==> config.mk <==
export PLATFORM = sky130hd
export DESIGN_NAME = vga_timing_gen_flat
export DESIGN_NICKNAME = d
export VERILOG_FILES = /design/src/rtl/vga_pkg.sv /design/src/rtl/vga_timing_gen_if.sv /design/src/rtl/vga_axis_counter.sv /design/src/rtl/vga_timing_gen.sv /design/src/flat_wrapper.sv
export SDC_FILE = /design/constraint.sdc
export NUM_CORES = 1
export LEC_CHECK = 0
export CORE_MARGIN = 2
export CORE_UTILIZATION = 35
export CTS_CLUSTER_DIAMETER = 120
export CTS_CLUSTER_SIZE = 12
export DETAILED_ROUTE_END_ITERATION = 16
export GPL_ROUTABILITY_DRIVEN = 0
export GPL_TIMING_DRIVEN = 0
export HOLD_SLACK_MARGIN = 0.08
export PLACE_DENSITY = 0.72
export SLEW_MARGIN = 25
export SYNTH_ARGS = -nofsm -noshare
export SYNTH_HDL_FRONTEND = slang
export SYNTH_SLANG_ARGS = --single-unit
==> constraint.sdc <==
create_clock -name clk -period 2.82 [get_ports clk]
set_clock_uncertainty 0.05 [all_clocks]
set_input_delay 0.564 -clock clk [delete_from_list [all_inputs] [get_ports clk]]
set_output_delay 0.564 -clock clk [all_outputs]
set_load 0.01 [all_outputs]
==> src/rtl/vga_pkg.sv <==
// vga_pkg: shared timing types, stock video modes and helpers for the
// VGA timing generator.
//   vga_timing_t : one axis of a timing set (active / front porch / sync / back porch)
//   vga_mode_t   : a full mode, horizontal + vertical axes plus sync polarities
//   VGA_640x480  : 25.175 MHz industry mode, negative syncs
//   VGA_800x600  : 40 MHz mode, positive syncs
//   vga_total()  : total length of one axis in pixels or lines
package vga_pkg;

    typedef struct packed {
        logic [15:0] active;
        logic [15:0] fp;
        logic [15:0] sync;
        logic [15:0] bp;
    } vga_timing_t;

    typedef struct packed {
        vga_timing_t h;
        vga_timing_t v;
        logic        hsync_pol;
        logic        vsync_pol;
    } vga_mode_t;

    localparam vga_mode_t VGA_640x480 = '{
        h:         '{active: 16'd640, fp: 16'd16, sync: 16'd96,  bp: 16'd48},
        v:         '{active: 16'd480, fp: 16'd10, sync: 16'd2,   bp: 16'd33},
        hsync_pol: 1'b0,
        vsync_pol: 1'b0
    };

    localparam vga_mode_t VGA_800x600 = '{
        h:         '{active: 16'd800, fp: 16'd40, sync: 16'd128, bp: 16'd88},
        v:         '{active: 16'd600, fp: 16'd1,  sync: 16'd4,   bp: 16'd23},
        hsync_pol: 1'b1,
        vsync_pol: 1'b1
    };

    function automatic int unsigned vga_total(vga_timing_t t);
        return 32'(t.active) + 32'(t.fp) + 32'(t.sync) + 32'(t.bp);
    endfunction

endpackage

==> src/rtl/vga_timing_gen_if.sv <==
// vga_timing_gen_if: bundle between the timing generator and the renderer.
//   master (timing generator): drives x, y, active, sync, colour outputs,
//                              pix_en and the line/frame strobes; reads the
//                              colour returned by the renderer.
//   slave  (renderer/monitor): reads the coordinates and outputs, drives
//                              red/green/blue for the current (x,y).
// There is no valid/ready handshake here: the renderer must present the colour
// for the current (x,y) combinationally; it is sampled on every pix_en cycle.
interface vga_timing_gen_if #(
    parameter int XW      = 10,
    parameter int YW      = 10,
    parameter int COLOR_W = 4
);
    logic [XW-1:0]      x;
    logic [YW-1:0]      y;
    logic               active;
    logic [COLOR_W-1:0] red;
    logic [COLOR_W-1:0] green;
    logic [COLOR_W-1:0] blue;
    logic               hsync;
    logic               vsync;
    logic [COLOR_W-1:0] vga_red;
    logic [COLOR_W-1:0] vga_green;
    logic [COLOR_W-1:0] vga_blue;
    logic               pix_en;
    logic               line_start;
    logic               frame_start;

    modport master (
        output x, y, active, hsync, vsync,
        output vga_red, vga_green, vga_blue,
        output pix_en, line_start, frame_start,
        input  red, green, blue
    );

    modport slave (
        input  x, y, active, hsync, vsync,
        input  vga_red, vga_green, vga_blue,
        input  pix_en, line_start, frame_start,
        output red, green, blue
    );
endinterface

==> src/rtl/vga_axis_counter.sv <==
// vga_axis_counter: one axis (horizontal or vertical) of the raster.
//   clk, reset : system clock, synchronous active-high reset
//   adv        : advance the counter by one this cycle
//   cnt        : current position, 0..TOTAL-1
//   active     : cnt lies in the visible part of the axis
//   in_sync    : cnt lies in [SYNC_START, SYNC_START+SYNC_LEN)
//   wrap       : advancing from the last position this cycle (counter returns to 0)
module vga_axis_counter #(
    parameter int unsigned TOTAL      = 800,
    parameter int unsigned ACTIVE     = 640,
    parameter int unsigned SYNC_START = 656,
    parameter int unsigned SYNC_LEN   = 96,
    parameter int          W          = 10
) (
    input  logic         clk,
    input  logic         reset,
    input  logic         adv,
    output logic [W-1:0] cnt,
    output logic         active,
    output logic         in_sync,
    output logic         wrap
);

    logic [31:0] cnt32;
    logic        last;

    // Compare at 32 bits: SYNC_START+SYNC_LEN may equal TOTAL, which need not
    // fit in W bits when TOTAL is a power of two.
    assign cnt32   = 32'(cnt);
    assign last    = (cnt32 == TOTAL - 1);
    assign active  = (cnt32 < ACTIVE);
    assign in_sync = (cnt32 >= SYNC_START) && (cnt32 < SYNC_START + SYNC_LEN);
    assign wrap    = adv && last;

    always_ff @(posedge clk) begin
        if (reset) begin
            cnt <= '0;
        end else if (adv) begin
            if (last) cnt <= '0;
            else      cnt <= cnt + 1'b1;
        end
    end

endmodule

==> src/rtl/vga_timing_gen.sv <==
// vga_timing_gen: parametrised VGA raster timing and pixel output stage.
//   clk, reset : single system clock, synchronous active-high reset
//   vga        : vga_timing_gen_if master port
//                x, y          raster counters (0..H_TOTAL-1, 0..V_TOTAL-1)
//                active        (x,y) visible, combinational from the counters
//                red/green/blue colour from the renderer for the current (x,y)
//                hsync, vsync  registered syncs with programmable polarity
//                vga_*         registered colour, forced to 0 outside the visible area
//                pix_en        one clk in CLK_DIV, the pixel-advance strobe
//                line_start    last clk of the last pixel of a line
//                frame_start   last clk of the last pixel of a frame
// Colour and sync for a coordinate are registered on the edge that ends its
// pix_en cycle, i.e. the same edge on which x advances.
module vga_timing_gen
    import vga_pkg::*;
#(
    parameter int unsigned H_ACTIVE  = 32'(VGA_640x480.h.active),
    parameter int unsigned H_FP      = 32'(VGA_640x480.h.fp),
    parameter int unsigned H_SYNC    = 32'(VGA_640x480.h.sync),
    parameter int unsigned H_BP      = 32'(VGA_640x480.h.bp),
    parameter int unsigned V_ACTIVE  = 32'(VGA_640x480.v.active),
    parameter int unsigned V_FP      = 32'(VGA_640x480.v.fp),
    parameter int unsigned V_SYNC    = 32'(VGA_640x480.v.sync),
    parameter int unsigned V_BP      = 32'(VGA_640x480.v.bp),
    parameter bit          HSYNC_POL = VGA_640x480.hsync_pol,
    parameter bit          VSYNC_POL = VGA_640x480.vsync_pol,
    parameter int unsigned CLK_DIV   = 1,
    parameter int          COLOR_W   = 4
) (
    input  logic              clk,
    input  logic              reset,
    vga_timing_gen_if.master  vga
);

    localparam vga_timing_t H_TIMING = '{active: 16'(H_ACTIVE), fp: 16'(H_FP),
                                         sync: 16'(H_SYNC), bp: 16'(H_BP)};
    localparam vga_timing_t V_TIMING = '{active: 16'(V_ACTIVE), fp: 16'(V_FP),
                                         sync: 16'(V_SYNC), bp: 16'(V_BP)};
    localparam int unsigned H_TOTAL  = vga_total(H_TIMING);
    localparam int unsigned V_TOTAL  = vga_total(V_TIMING);
    localparam int          XW       = $clog2(H_TOTAL);
    localparam int          YW       = $clog2(V_TOTAL);

    logic          pix_en;
    logic [XW-1:0] h_cnt;
    logic [YW-1:0] v_cnt;
    logic          h_active, v_active;
    logic          h_in_sync, v_in_sync;
    logic          h_wrap, v_wrap;
    logic          active;

    logic               hsync_q, vsync_q;
    logic [COLOR_W-1:0] red_q, green_q, blue_q;

    // Pixel-clock divider. With CLK_DIV=1 every clk is a pixel.
    if (CLK_DIV > 1) begin : g_div
        localparam int DW = $clog2(CLK_DIV);
        logic [DW-1:0] div;

        assign pix_en = (32'(div) == CLK_DIV - 1);

        always_ff @(posedge clk) begin
            if (reset)       div <= '0;
            else if (pix_en) div <= '0;
            else             div <= div + 1'b1;
        end
    end else begin : g_no_div
        assign pix_en = 1'b1;
    end

    vga_axis_counter #(
        .TOTAL      (H_TOTAL),
        .ACTIVE     (H_ACTIVE),
        .SYNC_START (H_ACTIVE + H_FP),
        .SYNC_LEN   (H_SYNC),
        .W          (XW)
    ) u_h_axis (
        .clk     (clk),
        .reset   (reset),
        .adv     (pix_en),
        .cnt     (h_cnt),
        .active  (h_active),
        .in_sync (h_in_sync),
        .wrap    (h_wrap)
    );

    // The vertical axis steps once per line, on the horizontal wrap, so its
    // wrap is exactly the end of the frame.
    vga_axis_counter #(
        .TOTAL      (V_TOTAL),
        .ACTIVE     (V_ACTIVE),
        .SYNC_START (V_ACTIVE + V_FP),
        .SYNC_LEN   (V_SYNC),
        .W          (YW)
    ) u_v_axis (
        .clk     (clk),
        .reset   (reset),
        .adv     (h_wrap),
        .cnt     (v_cnt),
        .active  (v_active),
        .in_sync (v_in_sync),
        .wrap    (v_wrap)
    );

    assign active = h_active && v_active;

    always_ff @(posedge clk) begin
        if (reset) begin
            hsync_q <= ~HSYNC_POL;
            vsync_q <= ~VSYNC_POL;
            red_q   <= '0;
            green_q <= '0;
            blue_q  <= '0;
        end else if (pix_en) begin
            hsync_q <= h_in_sync ? HSYNC_POL : ~HSYNC_POL;
            vsync_q <= v_in_sync ? VSYNC_POL : ~VSYNC_POL;
            red_q   <= active ? vga.red   : '0;
            green_q <= active ? vga.green : '0;
            blue_q  <= active ? vga.blue  : '0;
        end
    end

    assign vga.x           = h_cnt;
    assign vga.y           = v_cnt;
    assign vga.active      = active;
    assign vga.pix_en      = pix_en;
    // Strobes are combinational; reset masks them so a reset landing on the
    // last pixel cannot emit a stray line/frame start.
    assign vga.line_start  = h_wrap && !reset;
    assign vga.frame_start = v_wrap && !reset;
    assign vga.hsync       = hsync_q;
    assign vga.vsync       = vsync_q;
    assign vga.vga_red     = red_q;
    assign vga.vga_green   = green_q;
    assign vga.vga_blue    = blue_q;

endmodule
==> src/flat_wrapper.sv <==
// flat-port wrapper written by rule: the top's interface ports become plain ports
module vga_timing_gen_flat import vga_pkg::*;
#(
    parameter int unsigned H_ACTIVE  = 32'(VGA_640x480.h.active),
    parameter int unsigned H_FP      = 32'(VGA_640x480.h.fp),
    parameter int unsigned H_SYNC    = 32'(VGA_640x480.h.sync),
    parameter int unsigned H_BP      = 32'(VGA_640x480.h.bp),
    parameter int unsigned V_ACTIVE  = 32'(VGA_640x480.v.active),
    parameter int unsigned V_FP      = 32'(VGA_640x480.v.fp),
    parameter int unsigned V_SYNC    = 32'(VGA_640x480.v.sync),
    parameter int unsigned V_BP      = 32'(VGA_640x480.v.bp),
    parameter bit          HSYNC_POL = VGA_640x480.hsync_pol,
    parameter bit          VSYNC_POL = VGA_640x480.vsync_pol,
    parameter int unsigned CLK_DIV   = 1,
    parameter int          COLOR_W   = 4
)
  (clk, reset, vga_x, vga_y, vga_active, vga_hsync, vga_vsync, vga_vga_red, vga_vga_green, vga_vga_blue, vga_pix_en, vga_line_start, vga_frame_start, vga_red, vga_green, vga_blue);
  vga_timing_gen_if #(.COLOR_W(COLOR_W)) vga_i ();
  input  logic clk;
  input  logic reset;
  output wire logic [$bits(vga_i.x)-1:0] vga_x;
  output wire logic [$bits(vga_i.y)-1:0] vga_y;
  output wire logic [$bits(vga_i.active)-1:0] vga_active;
  output wire logic [$bits(vga_i.hsync)-1:0] vga_hsync;
  output wire logic [$bits(vga_i.vsync)-1:0] vga_vsync;
  output wire logic [$bits(vga_i.vga_red)-1:0] vga_vga_red;
  output wire logic [$bits(vga_i.vga_green)-1:0] vga_vga_green;
  output wire logic [$bits(vga_i.vga_blue)-1:0] vga_vga_blue;
  output wire logic [$bits(vga_i.pix_en)-1:0] vga_pix_en;
  output wire logic [$bits(vga_i.line_start)-1:0] vga_line_start;
  output wire logic [$bits(vga_i.frame_start)-1:0] vga_frame_start;
  input wire logic [$bits(vga_i.red)-1:0] vga_red;
  input wire logic [$bits(vga_i.green)-1:0] vga_green;
  input wire logic [$bits(vga_i.blue)-1:0] vga_blue;
  assign vga_x = vga_i.x;
  assign vga_y = vga_i.y;
  assign vga_active = vga_i.active;
  assign vga_hsync = vga_i.hsync;
  assign vga_vsync = vga_i.vsync;
  assign vga_vga_red = vga_i.vga_red;
  assign vga_vga_green = vga_i.vga_green;
  assign vga_vga_blue = vga_i.vga_blue;
  assign vga_pix_en = vga_i.pix_en;
  assign vga_line_start = vga_i.line_start;
  assign vga_frame_start = vga_i.frame_start;
  assign vga_i.red = vga_red;
  assign vga_i.green = vga_green;
  assign vga_i.blue = vga_blue;
  vga_timing_gen #(.H_ACTIVE(H_ACTIVE), .H_FP(H_FP), .H_SYNC(H_SYNC), .H_BP(H_BP), .V_ACTIVE(V_ACTIVE), .V_FP(V_FP), .V_SYNC(V_SYNC), .V_BP(V_BP), .HSYNC_POL(HSYNC_POL), .VSYNC_POL(VSYNC_POL), .CLK_DIV(CLK_DIV), .COLOR_W(COLOR_W)) u_core (.clk(clk), .reset(reset), .vga(vga_i));
endmodule
* Yosys cells after proc, flatten, opt, wreduce, memory -nomap -nowiden
Index checks and enable logic that the tools add are counted. W data, S select, Z words.
Storage, ports and cells: register bits after elaboration 34, output and inout port bits 38, logic and storage cells 30
Cells by class: $add $sub $neg 2, order comparisons 6, equality and inequality tests 2, muxes and demuxes 3, bitwise gates (word level) 1, reduce and logical (&&, ||, !) cells 9
Operators with widths (number):
- $add A10 B1 Y10 const B | 2
- $eq A10 B10 Y1 const B | 2
- $lt A10 B10 Y1 const B | 2
- $lt A10 B9 Y1 const B | 2
- $ge A10 B10 Y1 const B | 1
- $ge A10 B9 Y1 const B | 1
- $mux W10 | 1
- $logic_and A1 B1 Y1 | 6
- $reduce_or A2 Y1 | 2
- $mux W1 | 2
- $logic_not A1 Y1 | 1
- $not A1 Y1 | 1

* Depth between registers and ports, before layout
Gate-level depths: netlist of the first run.
depth in word-level cells 4, depth in mapped cells 6, gate-level depth less buffers 6

* Cells and area by module
From an unflattened synthesis of the first run, not the netlist that was laid out.
Second synthesis, totals: cell total of the unflattened synthesis 156, area total of the unflattened synthesis 1527.7 µm²
Modules (own cells, without submodules):
- vga_axis_counter (u_core.u_h_axis) | instances 1, cells each 61, area each 541.8 µm²
- vga_axis_counter (u_core.u_v_axis) | instances 1, cells each 59, area each 521.8 µm²
- vga_timing_gen | instances 1, cells each 36, area each 464.2 µm²

* Worst setup path before layout of the first run
No wires, ideal clock.
path type reg2out, start register u_core.u_h_axis.cnt[4], end output port vga_frame_start, arrival 1.791 ns, data required time 2.206 ns, setup slack 0.415 ns, cell stages (with the launch flop) 6, buffers on the path 2, path through dfxtp_1 or4b_1 buf_2 or3_1 buf_6 nor3_1
On the way: word-level cells in the longest chain between the ends 3
Ends and longest elaborated chain:
- start: declaration | RTL line vga_axis_counter.sv:18 | output logic [W-1:0] cnt,
- start signal: assignment | RTL line vga_axis_counter.sv:40 | else cnt <= cnt + 1'b1;
- $eq A10 B10 Y1 | RTL line vga_axis_counter.sv:30 | assign last = (cnt32 == TOTAL - 1);
- $logic_and A1 B1 Y1 | RTL line vga_axis_counter.sv:33 | assign wrap = adv && last;
- $logic_and A1 B1 Y1 | RTL line vga_timing_gen.sv:130 | assign vga.frame_start = v_wrap && !reset;
- end: declaration | RTL line flat_wrapper.sv:31 | output wire logic [$bits(vga_i.frame_start)-1:0] vga_frame_start;
No other way between the ends.

* Worst setup path in the final report of the first run
start register u_core.u_h_axis.cnt[5], end output port vga_frame_start
Same word-level chain as after synthesis.

==> run metrics, run 1 <==
row cnt 22; RSZ-0062 raised after global routing false; synthesis-stage register bit count 34; pwr/cell area about 450 mW/mm^2; initial antenna violation count 0; clock slew at reported path FFs around 0.060 ns; Tmin final between 2 and 3 ns; Cells after Synth 149; total power 915.2 uW; Final #Nets 224; drt wl/cell about 12 um; Slew @ Worst Pin between 0.5 and 0.6 ns; status complete, no violations; postcts setup bufs 0; crit-path max FO 10; startpoint types register; I/O Buffers 50; synthesized area per cell slightly above 9 sq um; H-tree Lvls 2; Total GRT Usage around 15%; HP Start u_core.u_h_axis.cnt[5]$_SDFF_PP0_; share of cells above drive strength 1 a little under a tenth; routed wire length approximately 3000 um; vias per cell between 4 and 5; CP required between 2 and 2.5 ns; fmax around 370 MHz; Leak approximately 0.00073 uW; cts bufs inserted 5; critical path arrival between 2 and 2.5 ns; top_reg_cell synth dfxtp_1; hold path cells 1; Syn Nets approximately 170; setup TNS 0 ns; grt ovf 0; drt drc 0; Worst Hold Class reg2reg; Die H 66.97 um; total number of vias approximately 1200; top cells by area, synth dfxtp_1, and2_1, nor2_1; CTS tree done; MaxCap Viol Count 0; worst r2r src u_core.u_h_axis.cnt[5]$_SDFF_PP0_; Crit Path Category reg2out; asr flop ratio synth 0%; Design Area, Final roughly 0.0020 sq mm; half-perimeter wire length after placement 2220 um; Ys Warns 0; DRT iter0 DRCs 66; diode count 0; Critical Path End Type output port; vias in the first global route 1077; largest net degree at the start of global routing 11; DR pass1 iterations 4; relative slew slack 63.79%; max-slew violations 0; Worst Hold End u_core.vga.hsync$_SDFF_PP1_; die area approximately 0.0045 sq mm; clock latency on the worst-skew pair between 0.2 and 0.3 ns; VDD IR max about 0.00027 V; I/O pin cnt 52; area grow syn2layout 46.80%; reg2reg setup slack 0.58 ns; area occupied by multi-input gates around 660 sq um; Core Box Area around 0.0037 sq mm; flip-flop and latch area roughly 680 sq um; synthesized area 0.001388 sq mm; register area share after synthesis 49.05%; clock sink total 34; initial cell density of the core between 30% and 40%; Fin. Hold Viols 0; DP Area roughly 0.002 sq mm; Die X 66.97 um; Synth top area share between 40% and 50%; fill count 362; fin crit share a little over nine tenths; area leader, netlist dfxtp_1; hold-fix buffers at CTS 0; Placed Instances 247; worst reg-to-reg path cell count 6; clock tree buffer depth 2; Synth cell types 32; endpoints failing setup 0; first-pass GRT wire length just under 5000 um; post-route ant nets 0; number of flops mapped to enable cells by yosys 0; Worst R2R End u_core.u_v_axis.cnt[3]$_SDFFE_PP0N_; final cell count without fillers 253; root buffer cell clkbuf_8
==> layer usage <==
metal | track usage [%] | part of all wire [%] | vias to the layer above
met3 | 6.081 | 4.3 | 2
met2 | 23.38 | 48 | 28
met1 | 18.32 | 48 | 573
met5 | 0 | 0 | -
li1 | - | - | 624
met4 | 3.827 | 0.64 | 0
==> layout make-up <==
type,count,share of cell area [%]
tap,48,2.948
timing repair buffer,50,24.08
clock buffer,6,4.054
multi-input combinational,103,32.37
sequential,34,33.60
buffer,5,1.658
inverter,7,1.290
==> repair_timing <==
item,CTS,global route
gates resized for setup,10,3
gates cloned,0,0
endpoints found under the setup margin,2,2
==> through the flow <==
stage	utilization (%)	hold slack (ns)	setup WS, ns
2_1_floorplan	-	0.4383	0.4147
3_3_place_gp	52.04	0.4310	-0.07262
3_5_place_dp	52.04	0.4390	-0.07998
4_1_cts	54.38	0.4527	0.03166
5_1_grt	54.41	0.4738	0.02024
6_report	54.41	0.4510	0.1135
==> worst max-delay path: stages (launching register included) <==
cell and delay (ns):
dfxtp_2 0.35, or4b_1 0.52, buf_4 0.17, or3_1 0.32, buf_6 0.15, nor3_2 0.15
buf_2 0.15
==> placed cells by master, fill, tap and decap left out, types with 4 or more instances in the layout <==
master           instances
and2_1                  12
and3_1                   4
clkbuf_8                 6
clkdlybuf4s50_1         48
dfxtp_1                 31
ha_1                     4
inv_1                    7
nand2_1                  8
nand3_1                  9
nand4_1                  5
nor2_1                  17
nor3_1                   5
nor4_1                   6
xnor2_1                  7
xor2_1                   6
==> flip-flops by register name (all words and copies together) (netlist names) <==
signal,cells
u_core.vga.vga_green,4
u_core.vga.vga_blue,4
u_core.vga.vsync,1
u_core.vga.vga_red,4
u_core.u_v_axis.cnt,10
u_core.u_h_axis.cnt,10
u_core.vga.hsync,1
==> power by group <==
| group | switching [uW] | internal [uW] |
|---|---|---|
| logic | 26.4 | 45.6 |
| clock network | 154 | 188 |
| registers | 7.83 | 493 |
| total | 189 | 727 |
==> synth_stat cells, drive strengths merged (2+ instances only) <==
cell,count
a21oi,4
and2,12
and3,4
buf,3
clkbuf,2
dfxtp,34
ha,4
inv,7
nand2,8
nand3,10
nand4,5
nor2,17
nor3,6
nor4,7
o31ai,2
xnor2,7
xor2,6
==> worst max path at each step <==
| stage | from | to | cells past startpoint |
|---|---|---|---|
| after floorplan | u_core.u_h_axis.cnt[4]$_SDFF_PP0_ | vga_frame_start | 5 |
| after global placement | u_core.u_h_axis.cnt[4]$_SDFF_PP0_ | vga_frame_start | 6 |
| after detailed placement | u_core.u_h_axis.cnt[4]$_SDFF_PP0_ | vga_frame_start | 6 |
| after CTS | u_core.u_h_axis.cnt[5]$_SDFF_PP0_ | vga_line_start | 6 |
| after global routing | u_core.u_h_axis.cnt[5]$_SDFF_PP0_ | vga_frame_start | 6 |
| final | u_core.u_h_axis.cnt[5]$_SDFF_PP0_ | vga_frame_start | 6 |
==> cell families after synthesis <==
| group | share of synthesized area, % |
|---|---|
| compound gates | 3.786 |
| flops | 49.05 |
| fa+ha+maj | 3.607 |
| buf+inv | 4.148 |
| xor+xnor | 8.206 |
| mux | 0.7214 |
| other cells | 0.2703 |
| simple gates | 30.21 |
No activity file was read; power rests on OpenSTA's default activity.
==> run 2: changes to the inputs <==
REMOVE_ABC_BUFFERS = 1   (was not set)
==> run metrics, run 2 (same netlist as run 1, synthesis figures left out) <==
status complete, no violations; H-tree Lvls 2; drt drc 0; area grow syn2layout 46.08%; hold path cells 1; biggest regs u_core.u_h_axis.cnt: 10 flops, u_core.u_v_axis.cnt: 10 flops; CTS tree done; clock latency on the worst-skew pair between 0.2 and 0.3 ns; Fin. Hold Viols 0; commonest non-fill, non-tap cell in the layout clkdlybuf4s50_1; Die X ~67 um; clock sink total 34; worst reg-to-reg path cell count 4; most frequent cells in the layout clkdlybuf4s50_1, dfxtp_1, nor2_1, and2_1, nand3_1; initial antenna violation count 0; initial cell density of the core between 30% and 40%; relative slew slack between 40% and 50%; MaxCap Viol Count 0; grt ovf 0; vias per cell around 4.8; row cnt 22; VDD IR max approximately 0.00032 V; Worst Hold Class reg2reg; clock slew at reported path FFs roughly 0.070 ns; Total GRT Usage 15.11%; post-route ant nets 0; PostCTS Resize Cnt 6; CP required about 2.2 ns; clock tree buffer depth 2; Core Box Area ~0.0037 sq mm; fill count 369; total number of vias 1190; routed wire length 3066 um; Placed Instances roughly 240; cts bufs inserted 5; flip-flop and latch area between 600 and 700 sq um; DR pass1 iterations 4; half-perimeter wire length after placement around 2200 um; DRT iter0 DRCs 63; pre-CTS setup slack -0.1327 ns; diode count 0; I/O pin cnt 52; Critical Path End Type output port; RSZ-0062 raised after global routing false; Leak around 0.00073 uW; final cell count without fillers 250; critical path arrival between 2 and 2.5 ns; root buffer cell clkbuf_8; Tmin final between 2 and 3 ns; Final #Nets roughly 220; share of cells above drive strength 1 ~8.4%; fin crit share 95.67%; pwr/cell area 464.9 mW/mm^2; largest net degree at the start of global routing 13; die area ~0.0045 sq mm; area occupied by multi-input gates between 600 and 700 sq um; max-slew violations 0; drt wl/cell between 10 and 15 um; startpoint types register; I/O Buffers 50; first-pass GRT wire length ~4900 um; Slew @ Worst Pin between 0.7 and 0.8 ns; setup ws final about 0.12 ns; postcts setup bufs 0; Die H 66.97 um; vias in the first global route between 1000 and 1500; Crit Path Category reg2out; crit-path max FO 10; fmax roughly 370 MHz; hold-fix buffers at CTS 0; endpoints failing setup 0
==> run 2: cell types whose count changed in the layout (fill, tap and decap cells not counted), moves of 2 or more <==
cell      delta
clkbuf_1     -2
dfxtp_2      -2
dfxtp_1      +2
buf_4        -2
==> run 2: final timing paths <==
path,startpoint,to,slack [ns]
min reg2reg,u_core.u_h_axis.cnt[0]$_SDFF_PP0_,u_core.u_h_axis.cnt[0]$_SDFF_PP0_,0.44
max reg2reg,u_core.u_h_axis.cnt[5]$_SDFF_PP0_,u_core.u_v_axis.cnt[8]$_SDFFE_PP0N_,0.68
max,u_core.u_h_axis.cnt[5]$_SDFF_PP0_,vga_line_start,0.12
min,u_core.u_h_axis.cnt[0]$_SDFF_PP0_,u_core.u_h_axis.cnt[0]$_SDFF_PP0_,0.44
==> run 2: routing by layer <==
metal	vias to the layer above	routed length (um)	global-route usage, %
li1	612	-	-
met1	535	1428	17.76
met2	41	1447	23.88
met3	2	171	6.757
met4	0	18	6.122
met5	-	0	0
==> run 2: cell type report <==
| type | count | area share (%) |
|---|---|---|
| Clock buffer | 6 | 4.074 |
| Clock inverter | 2 | 0.6173 |
| Inverter | 7 | 1.296 |
| Multi-Input combinational cell | 103 | 33.02 |
| Sequential cell | 34 | 33.64 |
| Tap cell | 48 | 2.963 |
| Timing Repair Buffer | 50 | 24.38 |
==> run 2: worst max-delay path, stage by stage, from the launching register on <==
cell,delay [ns]
dfxtp_1,0.36
or4b_4,0.61
or3_4,0.42
nor2_1,0.12
dlygate4sd2_1,0.29
==> run 2: power by group <==
part	switching, uW	internal, uW
sequential	7.52	493
clock	175	196
combinational	26.1	44.4
==> run 2: metrics by stage <==
step	hold WS, ns	util [%]	power [uW]	setup TNS, ns	instance area, sq um
5_1_grt	0.4716	54.14	986.6	0	2027
2_1_floorplan	0.4383	-	532.6	0	1356
4_1_cts	0.4406	54.24	956.1	0	2031
3_5_place_dp	0.4215	51.37	582.2	-0.1755	1923
6_report	0.4384	54.14	942.4	0	2027
3_3_place_gp	0.4227	51.20	580.9	-0.1809	1917
